$ cat config.mk
export PLATFORM = sky130hd
export DESIGN_NAME = ex_multiplier
export DESIGN_NICKNAME = d
export VERILOG_FILES = /design/src/rtl/ex_multiplier.sv
export SDC_FILE = /design/constraint.sdc
export NUM_CORES = 1
export LEC_CHECK = 0
export ABC_AREA = 1
export CAP_MARGIN = 20
export CORE_ASPECT_RATIO = 1.4
export CORE_MARGIN = 4
export CORE_UTILIZATION = 35
export CTS_CLUSTER_DIAMETER = 40
export CTS_CLUSTER_SIZE = 16
export DETAILED_ROUTE_END_ITERATION = 10
export GPL_ROUTABILITY_DRIVEN = 0
export GPL_TIMING_DRIVEN = 0
export HOLD_SLACK_MARGIN = 0.15
export SLEW_MARGIN = 20
export SYNTH_ARGS = -nofsm -noshare
export SYNTH_HDL_FRONTEND = slang
export SYNTH_SLANG_ARGS = --single-unit
$ cat constraint.sdc
create_clock -name clk -period 8.6 [get_ports clk]
set_input_delay 1.29 -clock clk [delete_from_list [all_inputs] [get_ports clk]]
set_output_delay 1.29 -clock clk [all_outputs]
set_load 0.005 [all_outputs]
$ cat src/rtl/ex_multiplier.sv
// ex_multiplier
//   Multi-cycle 32x32 integer multiplier for the EX stage. It implements
//   MUL, MULH, MULHSU and MULHU. Each request takes exactly five busy
//   cycles before the single-cycle done pulse:
//     - four CALC cycles, each accumulating |a| x one byte of |b|
//     - one FIX cycle that applies the sign and selects the result half
//
// Ports
//   clk        rising-edge clock
//   rst        synchronous active-high reset
//   start      request a multiply (sampled on the rising edge)
//   alu_op     operation code; only the four MUL codes are accepted
//   op_a       rs1 operand
//   op_b       rs2 operand
//   flush      abort any operation in flight
//   busy       high in CALC and FIX; stalls the EX stage
//   done       one-cycle pulse while mul_result holds a fresh result
//   mul_result registered result; held until the next FIX load
module ex_multiplier (
   input  logic        clk,
   input  logic        rst,
   input  logic        start,
   input  logic [3:0]  alu_op,
   input  logic [31:0] op_a,
   input  logic [31:0] op_b,
   input  logic        flush,
   output logic        busy,
   output logic        done,
   output logic [31:0] mul_result
);

   localparam int unsigned DATA_W = 32;

   localparam logic [3:0] ALU_MUL    = 4'hA;
   localparam logic [3:0] ALU_MULH   = 4'hB;
   localparam logic [3:0] ALU_MULHSU = 4'hC;
   localparam logic [3:0] ALU_MULHU  = 4'hD;

   typedef enum logic [1:0] {
      IDLE = 2'd0,
      CALC = 2'd1,
      FIX  = 2'd2,
      DONE = 2'd3
   } state_t;

   state_t                  state;
   state_t                  state_next;

   logic [DATA_W-1:0]       a_mag;
   logic [DATA_W-1:0]       b_mag;
   logic                    negate;
   logic                    sel_hi;
   logic [1:0]              cnt;
   logic [2*DATA_W-1:0]     acc;

   logic                    is_mul;
   logic                    accept;
   logic                    sign_a;
   logic                    sign_b;
   logic [2*DATA_W-1:0]     fixed;

   // Magnitude of a possibly signed operand. 0x80000000 maps to 2^31,
   // which still fits in 32 unsigned bits, so no overflow special case.
   function automatic logic [DATA_W-1:0] magnitude(input logic signed [DATA_W-1:0] v,
                                                   input logic use_sign);
      logic signed [DATA_W-1:0] n;
      n = -v;
      if (use_sign && v[DATA_W-1])
         return $unsigned(n);
      else
         return $unsigned(v);
   endfunction

   function automatic logic [2*DATA_W-1:0] negate64(input logic [2*DATA_W-1:0] v);
      return ~v + {{(2*DATA_W-1){1'b0}}, 1'b1};
   endfunction

   // One radix-256 partial product: |a| x byte[k] of |b|, weighted by 2^(8k).
   function automatic logic [2*DATA_W-1:0] partial(input logic [DATA_W-1:0] a,
                                                   input logic [DATA_W-1:0] b,
                                                   input logic [1:0]        k);
      logic [7:0]          b_byte;
      logic [2*DATA_W-1:0] pp;
      b_byte = b[{k, 3'b000} +: 8];
      pp     = {{DATA_W{1'b0}}, a} * {{(2*DATA_W-8){1'b0}}, b_byte};
      return pp << {k, 3'b000};
   endfunction

   always_comb begin
      is_mul = (alu_op == ALU_MUL)    || (alu_op == ALU_MULH) ||
               (alu_op == ALU_MULHSU) || (alu_op == ALU_MULHU);
      accept = start && !flush && is_mul && ((state == IDLE) || (state == DONE));
      // op_a is unsigned only for MULHU; op_b is signed only for MUL/MULH.
      sign_a = op_a[DATA_W-1] && (alu_op != ALU_MULHU);
      sign_b = op_b[DATA_W-1] && ((alu_op == ALU_MUL) || (alu_op == ALU_MULH));
      fixed  = negate ? negate64(acc) : acc;
   end

   always_comb begin
      state_next = state;
      case (state)
         IDLE:    if (accept) state_next = CALC;
         CALC:    if (cnt == 2'd3) state_next = FIX;
         FIX:     state_next = DONE;
         DONE:    state_next = accept ? CALC : IDLE;
         default: state_next = IDLE;
      endcase
      if (flush)
         state_next = IDLE;
   end

   always_comb begin
      busy = (state == CALC) || (state == FIX);
      done = (state == DONE);
   end

   always_ff @(posedge clk) begin
      if (rst) begin
         state      <= IDLE;
         mul_result <= '0;
         cnt        <= '0;
         acc        <= '0;
         a_mag      <= '0;
         b_mag      <= '0;
         negate     <= 1'b0;
         sel_hi     <= 1'b0;
      end else begin
         state <= state_next;
         if (accept) begin
            a_mag  <= magnitude($signed(op_a), sign_a);
            b_mag  <= magnitude($signed(op_b), sign_b);
            negate <= sign_a ^ sign_b;
            sel_hi <= (alu_op != ALU_MUL);
            cnt    <= '0;
            acc    <= '0;
         end else if ((state == CALC) && !flush) begin
            acc <= acc + partial(a_mag, b_mag, cnt);
            cnt <= cnt + 2'd1;
         end else if ((state == FIX) && !flush) begin
            mul_result <= sel_hi ? fixed[2*DATA_W-1:DATA_W] : fixed[DATA_W-1:0];
         end
      end
   end

endmodule

==> results_dict.tcl <==
set metrics [dict create \
    cp_slowest_cell "fa_1" \
    core_um2 67900 \
    path_clk_slew_ns 0.09 \
    min_from "b_mag[2]" \
    io_buffers 104 \
    ir_drop_mv 0.163 \
    worstMarginPinSlew_ns 1.09 \
    setup_violations 0 \
    synth_fp_nets 4220 \
    whs_ns 0.481 \
    htreeDepth 4 \
    grt_max_degree 18 \
    max-slew-margin-rel_pct 27.5 \
    cp_top_family "adder cells" \
    start_util_pct 35.4 \
    antenna_found_initial 3 \
    r2r-end "acc[46]" \
    rows 113 \
    ant_nets 0 \
    status "completed" \
    clk_latency_ns 0.51 \
    power.leakage_uw 0.0131 \
    yosysWarnings 0 \
    io_pins 106 \
    cap_violations 0 \
    crit_buf_inv 10 \
    ys_ff_latch 166 \
    cts_num_sinks 166 \
    drt-total-wl_um 102000 \
    grt_pass1_wl_um 152000 \
    postSynthCellCount 3836 \
    crit_required_ns 8.99 \
    rrSetupSlack_ns 0.31 \
    hp-class "flip-flop to flip-flop" \
    hpwl_um 84400 \
    hold_path_depth 2 \
    root_buffer "clkbuf_16" \
    ys_types 65 \
    hold_buffers 0 \
    fin_worst_skew_ns 0.0300 \
    syn_to_final_growth_pct 12.3 \
    dieArea_um2 72900 \
    grt_pass1_vias 25800 \
    ys.flop_type "dfxtp_1" \
    rr_worst_depth 41 \
    startpoint_type "flip-flop" \
    worstSetupEndpointType "flip-flop" \
    regArea_um2 3320 \
    min_to "b_mag[2]" \
    cp_max_fo 10 \
    die_y_um 318 \
    hold_viol 0 \
    max_stage_delay_ns 0.59 \
    die_width_um 229 \
    drive_gt1_share_pct 4.90 \
    dpl_worst_slack_ns -0.693 \
    synth_area_um2 24000 \
    drtIter0Drc 2604 \
    num_vias 26400 \
    cts_made_buffers 17 \
    multi_input_area_um2 17800 \
    power_uw 2260 \
    period_share_pct 96.4 \
    nNetsFinal 4347 \
    synth_edf_count 0 \
    final_cell_mix "726 x nand2_1, 655 x inv_1, 574 x nor2_1" \
    drt_pass1_iterations 6 \
    nFillCells 7452 \
    wl_per_cell_um 21.0 \
    crit_path_frequent_cell "nand2_1" \
    yosysSeqAreaShare_pct 13.9 \
    gr-total-overflow 0 \
    r2r-start "cnt[0]" \
    layout_commonest_cell "nand2_1" \
    path_class "flip-flop to flip-flop" \
    vias_per_cell 5.46 \
    clock_path_buffers 2 \
    power_density_nw_per_um2 83.8 \
    drv_slew 0 \
    startpoint "cnt[0]" \
    grt_util_all_layers_pct 27.1 \
    worst_slack_ns 0.309 \
    syn_area_per_cell_um2 6.25 \
    cts_tree "done" \
    worstPathArrival_ns 8.68 \
    fin_crit_ns 8.29 \
    fmax_mhz 121 \
    async_flop_share_pct 0 \
    route.detailed.drc 0 \
]
==> power breakdown <==
group | switching (uW) | internal, uW | leakage, uW
combinational | 402 | 195 | 0.0115
sequential | 30.8 | 791 | 0.00134
clock | 417 | 421 | 0.000292
total | 849 | 1410 | 0.0131
==> sequential cells by signal, summed over array words and instances, names as in the netlist <==
register and flops:
a_mag 32, acc 64, b_mag 32, cnt 2, mul_result 32, negate 1, sel_hi 1, state 2
==> per-stage QoR <==
stage / std cells / util (%) / instance area [um2] / setup TNS, ns
5_1_grt: 4838 / 39.7 / 26900 / -0.00705
3_3_place_gp: 4802 / 38.5 / 26100 / -17.38
3_5_place_dp: 4802 / 38.5 / 26100 / -17.33
4_1_cts: 4834 / 39.4 / 26700 / 0
6_report: 4840 / 39.7 / 26900 / 0
2_1_floorplan: 3836 / - / 24000 / 0
==> cells in the mapped netlist (all sizes together) (2+ instances only) <==
master | number | share of area, %
nand2 | 741 | 12
inv | 672 | 11
nor2 | 594 | 9.6
a21oi | 308 | 6.5
o21ai | 299 | 6.5
nand3 | 216 | 4.7
fa | 181 | 15
dfxtp | 166 | 14
ha | 131 | 6.8
xor2 | 85 | 3.1
clkbuf | 80 | 1.3
nor3 | 52 | 1.3
buf | 38 | 0.71
nand4 | 36 | 0.96
xnor2 | 36 | 1.3
a31oi | 29 | 0.76
o21bai | 25 | 0.80
a21o | 19 | 0.59
nor4 | 18 | 0.65
o211ai | 17 | 0.57
or2 | 16 | 0.42
nand3b | 13 | 0.41
a21boi | 12 | 0.39
clkinv | 10 | 0.16
o22ai | 9 | 0.23
o21a | 6 | 0.19
and2 | 4 | 0.10
o31ai | 4 | 0.13
nor3b | 3 | 0.11
o221ai | 3 | 0.11
a211oi | 2 | 0.063
a31o | 2 | 0.073
and3 | 2 | 0.052
o2111ai | 2 | 0.073
==> kinds of logic after synthesis <==
kind of cell	synth area share (%)
xor gates and xnor gates	4.42
buffers and inverters	12.6
DFF	13.9
and+or+nand+nor	30.1
adders and majority gates	21.9
AOI/OAI and AO/OA	17.0
==> worst max path at each step <==
stage	endpoint	slack, ns	cells after the start
after floorplan	acc[36]	1.85	37
after global placement	acc[46]	-0.73	34
after detailed placement	acc[46]	-0.69	34
after CTS	acc[36]	0.003	39
after global routing	acc[46]	-0.007	43
final	acc[46]	0.31	41
==> metal layers <==
layer | vias up | track usage, % | wire, um
li1 | 12400 | - | -
met1 | 12400 | 29.6 | 36800
met2 | 1185 | 46.9 | 48900
met3 | 429 | 4.13 | 6060
met4 | 2 | 21.0 | 9750
met5 | - | 0 | 10
==> final cells by class <==
cell class | instances | area share (%)
multi-input cells | 2870 | 65.9
flip-flops and latches | 166 | 12.3
inverters | 682 | 9.58
well taps | 862 | 4.00
repair buffers | 108 | 3.98
plain buffers | 118 | 1.94
clock buffers | 18 | 1.63
clock inverters | 14 | 0.595
diodes | 2 | 0.0186
==> tightest hold or removal path, stage by stage, from the launching register on <==
cell,delay [ns]
dfxtp_1,0.30
inv_1,0.05
o22ai_1,0.08
==> timing repair <==
item                       CTS  global route
buffers inserted             0             4
setup endpoints to repair   46            42
pin swaps                    0             2
gates resized for setup     14            74
(Power assumes the default switching activity.)
